File: config.mk
export PLATFORM = sky130hd
export DESIGN_NAME = wb_arbiter
export DESIGN_NICKNAME = d
export VERILOG_FILES = /design/src/rtl/wb_arbiter.sv
export SDC_FILE = /design/constraint.sdc
export NUM_CORES = 1
export LEC_CHECK = 0
export ABC_AREA = 1
export CAP_MARGIN = 20
export CORE_MARGIN = 2
export CORE_UTILIZATION = 43
export DETAILED_ROUTE_END_ITERATION = 16
export PLACE_DENSITY = 0.68
export SLEW_MARGIN = 20
export SYNTH_ARGS = -nofsm -noshare
export SYNTH_HDL_FRONTEND = slang
export SYNTH_SLANG_ARGS = --single-unit
export TNS_END_PERCENT = 50
File: constraint.sdc
create_clock -name clk -period 2.81 [get_ports clk]
set_input_delay 0.281 -clock clk [delete_from_list [all_inputs] [get_ports clk]]
set_output_delay 0.281 -clock clk [all_outputs]
set_load 0.01 [all_outputs]
File: src/rtl/wb_arbiter.sv
// Merges ALU results and queued load results onto a single register-file write port.
// Loads wait in a small FIFO; a starvation counter forces one queue drain when the ALU hogs the port.
module wb_arbiter #(
    parameter int WIDTH  = 32,
    parameter int DEPTH  = 32,
    parameter int QDEPTH = 4,
    parameter int STARVE = 8,
    localparam int ADDR  = $clog2(DEPTH),
    localparam int CW    = $clog2(QDEPTH) + 1
) (
    input  logic              clk,
    input  logic              reset,
    input  logic              alu_valid,
    input  logic [ADDR-1:0]   alu_reg,
    input  logic [WIDTH-1:0]  alu_data,
    output logic              alu_stall,
    input  logic              mem_valid,
    output logic              mem_ready,
    input  logic [ADDR-1:0]   mem_reg,
    input  logic [WIDTH-1:0]  mem_data,
    output logic              wen,
    output logic [ADDR-1:0]   wreg,
    output logic [WIDTH-1:0]  wdata,
    output logic [CW-1:0]     qcount
);

    localparam int PW = $clog2(QDEPTH);
    localparam int SW = $clog2(STARVE + 1);
    localparam logic [CW-1:0] QFULL    = CW'(QDEPTH);
    localparam logic [SW-1:0] STARVE_C = SW'(STARVE);

    logic [ADDR+WIDTH-1:0] q_mem_r [QDEPTH];
    logic [PW-1:0]         wptr_r;
    logic [PW-1:0]         rptr_r;
    logic [CW-1:0]         qcount_r;
    logic [SW-1:0]         starve_r;
    logic                  alu_stall_r;
    logic                  wen_r;
    logic [ADDR-1:0]       wreg_r;
    logic [WIDTH-1:0]      wdata_r;

    logic                  head_valid_s;
    logic [ADDR-1:0]       head_reg_s;
    logic [WIDTH-1:0]      head_data_s;
    logic                  push_s;
    logic                  pop_s;
    logic                  sel_valid_s;
    logic [ADDR-1:0]       sel_reg_s;
    logic [WIDTH-1:0]      sel_data_s;
    logic [CW-1:0]         qcount_nxt_s;
    logic [SW-1:0]         starve_nxt_s;

    assign head_valid_s = (qcount_r != {CW{1'b0}});
    assign head_reg_s   = q_mem_r[rptr_r][ADDR+WIDTH-1:WIDTH];
    assign head_data_s  = q_mem_r[rptr_r][WIDTH-1:0];
    // Ready drops combinationally with reset so no load is accepted while held in reset.
    assign mem_ready    = reset && (qcount_r != QFULL);
    assign push_s       = mem_valid && mem_ready;

    assign alu_stall = alu_stall_r;
    assign wen       = wen_r;
    assign wreg      = wreg_r;
    assign wdata     = wdata_r;
    assign qcount    = qcount_r;

    // Source selection: forced drain, then ALU, then queue head.
    always_comb begin
        pop_s       = 1'b0;
        sel_valid_s = 1'b0;
        sel_reg_s   = alu_reg;
        sel_data_s  = alu_data;
        if (alu_stall_r) begin
            pop_s       = head_valid_s;
            sel_valid_s = head_valid_s;
            sel_reg_s   = head_reg_s;
            sel_data_s  = head_data_s;
        end else if (alu_valid) begin
            sel_valid_s = 1'b1;
        end else if (head_valid_s) begin
            pop_s       = 1'b1;
            sel_valid_s = 1'b1;
            sel_reg_s   = head_reg_s;
            sel_data_s  = head_data_s;
        end else begin
            sel_valid_s = 1'b0;
        end
    end

    // Occupancy and starvation bookkeeping for the next edge.
    always_comb begin
        qcount_nxt_s = qcount_r;
        case ({push_s, pop_s})
            2'b10:   qcount_nxt_s = qcount_r + CW'(1);
            2'b01:   qcount_nxt_s = qcount_r - CW'(1);
            default: qcount_nxt_s = qcount_r;
        endcase
        if (pop_s || !head_valid_s) begin
            starve_nxt_s = {SW{1'b0}};
        end else begin
            starve_nxt_s = starve_r + SW'(1);
        end
    end

    // Control state and registered write port.
    always_ff @(posedge clk or negedge reset) begin
        if (!reset) begin
            wptr_r      <= {PW{1'b0}};
            rptr_r      <= {PW{1'b0}};
            qcount_r    <= {CW{1'b0}};
            starve_r    <= {SW{1'b0}};
            alu_stall_r <= 1'b0;
            wen_r       <= 1'b0;
            wreg_r      <= {ADDR{1'b0}};
            wdata_r     <= {WIDTH{1'b0}};
        end else begin
            if (push_s) wptr_r <= wptr_r + PW'(1);
            if (pop_s)  rptr_r <= rptr_r + PW'(1);
            qcount_r    <= qcount_nxt_s;
            starve_r    <= starve_nxt_s;
            alu_stall_r <= (starve_nxt_s == STARVE_C);
            wen_r       <= sel_valid_s && (sel_reg_s != {ADDR{1'b0}});
            if (sel_valid_s) begin
                wreg_r  <= sel_reg_s;
                wdata_r <= sel_data_s;
            end
        end
    end

    // Queue storage; contents are don't-care until written.
    always_ff @(posedge clk) begin
        if (push_s) begin
            q_mem_r[wptr_r] <= {mem_reg, mem_data};
        end
    end

endmodule

==> results of run 1 <==
-- power by group --
part | internal (uW) | switching (uW)
registers | 3710 | 255
clock network | 1550 | 985
logic | 1310 | 1840
-- registers in the layout, summed over array words and instances (netlist names) --
register and count:
alu_stall 1, q_mem_r 148, qcount 3, wdata 32, starve_r 4, wptr_r 2
rptr_r 2, wreg 5, wen 1
-- path summary, 6_finish.rpt --
kind	endpoint	depth (start not counted)	start	slack, ps
max	qcount[2]	9	qcount[0]	620
min	wreg[2]	2	reset	9
max reg2reg	qcount[2]	9	qcount[0]	620
min reg2reg	wreg[0]	2	wreg[0]	490
max in group asynchronous	rptr_r[0]	2	reset	2320
min in group clk	wreg[1]	3	alu_reg[1]	460
-- worst max-delay path: cells and delay by family, from the launching register on --
| family | cells | cell delay, ps |
|---|---|---|
| AO/OA/AOI/OAI | 3 | 380 |
| XOR/XNOR | 1 | 160 |
| adder cells (fa/ha/maj) | 2 | 570 |
| buffers and inverters | 1 | 70 |
| flip-flops | 1 | 440 |
| AND/OR/NAND/NOR | 2 | 450 |
-- through the flow --
stage / setup TNS (ps) / instances / total power, uW / setup slack, ps / hold WS [ps]
after floorplan: -28900 / 628 / 5996 / -195.3 / -14.59
after global placement: 0 / 956 / 7065 / 604.6 / 470.1
after detailed placement: 0 / 956 / 7202 / 519.1 / 474.8
after CTS: 0 / 988 / 9731 / 606.8 / 41.78
after global routing: 0 / 988 / 10210 / 404.5 / 64.27
final: 0 / 988 / 9647 / 616.1 / 8.933
-- layout by cell type (no fill, tap or decap), types with 17 or more instances in the layout --
cell type	n
dfrtp_1	49
clkbuf_16	17
edfxtp_1	148
a32o_1	17
o21ai_0	49
inv_1	31
o22ai_1	32
nand2_1	104
a21oi_1	36
nor2_1	62
clkdlybuf4s50_1	119
-- kinds of logic after synthesis --
| logic type | count (synthesis) |
|---|---|
| xor+xnor | 4 |
| buf+inv | 68 |
| flops | 198 |
| simple gates | 196 |
| fa+ha+maj | 7 |
| compound gates | 155 |
-- layout make-up --
class	count	area, sq um	area share
Sequential cell	198	5697	0.5713
Multi-Input combinational cell	362	1896	0.1901
Timing Repair Buffer	132	1336	0.1340
Clock buffer	22	474.2	0.04756
Tap cell	229	286.5	0.02874
Clock inverter	10	150.1	0.01506
Inverter	35	131.4	0.01318
-- metal layers --
| layer | GRT usage | vias up | share of wire |
|---|---|---|---|
| li1 | - | 2487 | - |
| met1 | 0.2241 | 2625 | 0.42 |
| met2 | 0.3307 | 149 | 0.52 |
| met3 | 0.05093 | 24 | 0.049 |
| met4 | 0.06316 | 2 | 0.017 |
| met5 | 0 | - | 0.00073 |
==> run summary, run 1 <==
Slowest Stage Delay on Critical Path = 440 ps
Hold Crit Class = input port to asynchronous set/reset pin
Worst path slowest cell = dfrtp_1
Post-synth top flop = edfxtp_1
Total Nets Final = 831
CTS resizes = 0
Crit-path max FO = 8
Worst setup EP type = flip-flop
Largest family of logic cells by synthesized area = compound AO/OA/AOI/OAI gates
Max-slew headroom = 0.3514
Final worst path period share = 0.7807
Wirelength, routed = 17720 um
Simple-Gate Fraction of Synth Area = 0.1032
Postcts setup bufs = 0
Tightest Pin Transition = 971.5 ps
Slew Limit Fails = 0
Global-route wire length before repair = 28230 um
GP Congestion = 0.7774
RSZ-0062 raised after global routing = false
Number of global-route vias before repair = 5564
ANT nets after route = 0
Maximum clock rate = 0.4558 GHz
Die height = 139.9 um
Initial antenna violation count = 1
Filler Cell Count = 1460
DR WL/cell = 17.94 um
Most frequent cell after synthesis = edfxtp_1
H-tree depth = 4
Clock Pin Slew Worst Setup and Hold Paths = 70 ps
Initial Util = 0.4405
Post-synth EDFFs = 148
Syn Std Cell Area = 7940 sq um
DR iter-0 viols = 343
Clk sink count = 198
Synthesis-stage register bit count = 198
Top cell type by total area after synthesis = edfxtp_1
Synth warn = 0
1st-pass router iterations = 7
CTS Buf Count = 17
Largest net degree at the start of global routing = 76
Vias per Instance = 5.351
Worst skew pair latency = 430 ps
Core area = 18020 sq um
Syn Inst Count = 628
Lkg Pwr = 0.003635 uW
Post-synthesis mux area share = 0
Io pins = 121
CP Launch Type = flip-flop
Detailed Place HPWL = 11060 um
Run status = finished, final reports clean
Via count = 5287
CTS Root Cell = clkbuf_16
Row count = 49
Async S/R FF share, synth = 0.2525
Max-cap viol count = 0
Die width = 139.9 um
Critical path type = flip-flop to flip-flop
Synth Net Count = 713
Synth area leaders = edfxtp_1, dfrtp_1, nand2_1
Post-synthesis adder-cell area fraction = 0.01198
Share of cells above drive strength 1 = 0.08169
Final Hold Vio Count = 0
Finished Cell Area = 9971 sq um
Synth unique cells = 31
Worst EP arrival = 2500 ps
Post-synthesis xor/xnor area fraction = 0.004412
Port Buf Inserts = 120
Setup violators final = 0
PD cells = 967.6 nW/um^2
CTS tree = yes
Worst clock skew = 8.317 ps
Diode count = 0
Fin crit period = 2194 ps
Die area = 19570 sq um
Sequential cell area fraction in the yosys report = 0.7173
Total GRT Usage = 0.1881
CP Cell Sequence = nor2_4, a21boi_1, nand2_2, ha_1, inv_1, fa_1, a21oi_1, o21ai_0, xor2_1
Post-DP Area = 9346 sq um
GRT overflow = 0
DRC viols = 0
Post-synthesis compound-gate area fraction = 0.1153
Top post-synthesis cells by count = edfxtp_1, nand2_1, nor2_1
Maximum clock insertion buffer count = 2
Area Overhead vs Synth = 25.58%
Fin util = 0.5532
Hold_buf cts = 0
Area share of the largest cell type after synthesis = 0.5597
Worst EP required = 3110 ps
Peak supply drop = 0.5295 mV
Avg Synthesized Cell Area = 12.64 sq um
Power figures use the tool's default switching activity.
==> run 2, diff against run 1 <==
--- a/config.mk
+++ b/config.mk
@@ -10,7 +10,7 @@
 export CORE_MARGIN = 2
 export CORE_UTILIZATION = 43
 export DETAILED_ROUTE_END_ITERATION = 16
-export PLACE_DENSITY = 0.68
+export PLACE_DENSITY = 0.66
 export SLEW_MARGIN = 20
 export SYNTH_ARGS = -nofsm -noshare
 export SYNTH_HDL_FRONTEND = slang
==> constraint.sdc (replaced) <==
create_clock -name clk -period 2.1 [get_ports clk]
set_input_delay 0.21 -clock clk [delete_from_list [all_inputs] [get_ports clk]]
set_output_delay 0.21 -clock clk [all_outputs]
set_load 0.01 [all_outputs]
==> run summary, run 2 (same netlist as run 1, synthesis figures left out) <==
Post-route setup TNS = 0 ps (unchanged)
CTS tree = yes
Die area = 19570 sq um (unchanged)
Largest net degree at the start of global routing = 76 (unchanged)
Reg2Reg Depth = 9 (unchanged)
Wirelength, routed = 18080 um (+2.0%)
Row count = 49 (unchanged)
Slowest Stage Delay on Critical Path = 580 ps (+140 ps)
Maximum clock insertion buffer count = 2 (unchanged)
Number of global-route vias before repair = 5434 (-2.3%)
Filler Cell Count = 1509 (+3.4%)
Uppermost layer routed = met4
Worst path slowest cell = clkdlybuf4s50_1
Port Buf Inserts = 120 (unchanged)
Fin cells = 1002 (+1.4%)
Maximum clock rate = 0.5161 GHz
Worst EP arrival = 1730 ps (-770 ps)
Met1 WL = 7691 um (+3.9%)
1st-pass router iterations = 4 (-3)
DR WL/cell = 18.04 um (+0.60%)
Max-slew headroom = 0.5274 (+0.1760)
Hold path endpoint = wreg[2]
WL met2 = 9312 um (+2.0%)
Detailed Place HPWL = 11690 um (+5.7%)
Global-route wire length before repair = 28200 um (-0.12%)
Hold Crit Class = input port to flip-flop
Via count = 5382 (+1.8%)
CTS Buf Count = 17 (unchanged)
Worst EP required = 1890 ps (-1220 ps)
Clock Pin Slew Worst Setup and Hold Paths = 70 ps (about the same)
Tightest Pin Transition = 709.0 ps (-262.5 ps)
Die width = 139.9 um (unchanged)
Largest reg by FF count = q_mem_r
Core area = 18020 sq um (unchanged)
Area Overhead vs Synth = 26.62%
Final Hold Vio Count = 0 (unchanged)
Setup violators final = 0 (unchanged)
Hold Crit Depth = 3
Max-cap viol count = 0 (unchanged)
DRC viols = 0 (unchanged)
Clk sink count = 198 (unchanged)
RR Startpoint = qcount[1]
Fin crit period = 1938 ps
Slew Limit Fails = 0 (unchanged)
CP Launch Type = flip-flop
PD cells = 1297 nW/um^2 (+34%)
Initial Util = 0.4405 (unchanged)
Share of cells above drive strength 1 = 0.09702 (+0.01534)
GP Congestion = 0.7512 (-3.4%)
H-tree depth = 4 (unchanged)
FF-to-FF End = qcount[2]
ANT nets after route = 0 (unchanged)
Io pins = 121 (unchanged)
Critical path type = flip-flop to primary output
Vias per Instance = 5.371 (+0.37%)
CTS resizes = 0 (unchanged)
Final worst path period share = 0.9226
Worst skew pair latency = 430 ps (about the same)
CP Cell Sequence = nor2_4, a21boi_1, clkdlybuf4s50_1
Commonest non-fill, non-tap cell in the layout = edfxtp_1
DR iter-0 viols = 362 (+5.5%)
Total Nets Final = 845 (+1.7%)
Total GRT Usage = 0.1872 (-0.0009079)
Initial antenna violation count = 0 (-1)
GRT overflow = 0 (unchanged)
CP delay by family, top = buffers and inverters
Hold path startpoint = alu_reg[2]
Fin util = 0.5578 (+0.004582)
RSZ-0062 raised after global routing = false
Crit-path max FO = 4 (-4)
Worst clock skew = 5.837 ps (-2.480 ps)
Total power = 13040 uW (+35%)
Diode count = 0 (unchanged)
WHS = 390.2 ps (+381.3 ps)
Run status = finished, final reports clean
Largest register FFs = 148 (unchanged)
Lkg Pwr = 0.003693 uW (+1.6%)
Die height = 139.9 um (unchanged)
CTS Root Cell = clkbuf_16
Peak supply drop = 0.8590 mV (+62%)
Most frequent cells in the layout = edfxtp_1, clkdlybuf4s50_1, nand2_1
R2R Setup Slk = 190 ps (-430 ps)
Metal3 WL = 687 um (-21%)
Worst setup EP type = primary output
Buffers & Inverters on Critical Path = 1 (unchanged)
Placed insts = 969 (+1.4%)
==> run 2: worst max path at each step <==
stage,start,endpoint,slack [ps],depth (start not counted)
6_report,qcount[0],mem_ready,160,3
3_5_place_dp,alu_valid,qcount[2],110,10
4_1_cts,qcount[0],mem_ready,110,3
2_1_floorplan,qcount[0],q_mem_r[0][0],-320,4
5_1_grt,qcount[1],qcount[2],40,9
3_3_place_gp,alu_valid,qcount[2],130,10
==> run 2: layer usage <==
metal	vias to the layer above	global-route usage
li1	2500	-
met1	2701	0.2414
met2	152	0.3202
met3	29	0.03131
met4	0	0.06895
met5	-	0
==> run 2: worst reg2reg max path, stage by stage, from the launching register on <==
cell      delay [ps]
dfrtp_1          430
nor2_4           190
a21boi_1         110
nand2_2           80
ha_1             140
inv_1             60
fa_1             380
a21oi_1          140
o21ai_0          100
xor2_1           150
==> run 2: report_power, final <==
part	switching, uW	internal, uW
Combinational	2500	1850
Sequential	357	4960
Clock	1380	1990
==> run 2: per-stage QoR <==
stage / cell area (sq um) / setup slack (ps)
floorplan: 7950 / -320.0
global placement: 9432 / 127.2
detailed placement: 9432 / 113.7
CTS: 10050 / 112.9
global route: 10050 / 37.20
finish: 10050 / 162.4
==> run 2: final cells by class <==
class | count | area, sq um | area share
Inverter | 35 | 131.4 | 0.01307
Sequential cell | 198 | 5697 | 0.5666
Timing Repair Buffer | 146 | 1431 | 0.1424
Multi-Input combinational cell | 362 | 1896 | 0.1886
Clock inverter | 13 | 178.9 | 0.01780
Clock buffer | 19 | 432.9 | 0.04306
Tap cell | 229 | 286.5 | 0.02850
==> run 2: what timing repair did <==
action,4_1_cts,5_1_grt
endpoints found under the setup margin,0,0
hold buffers,1,0
hold endpoints to repair,50,0
buffers inserted,0,0
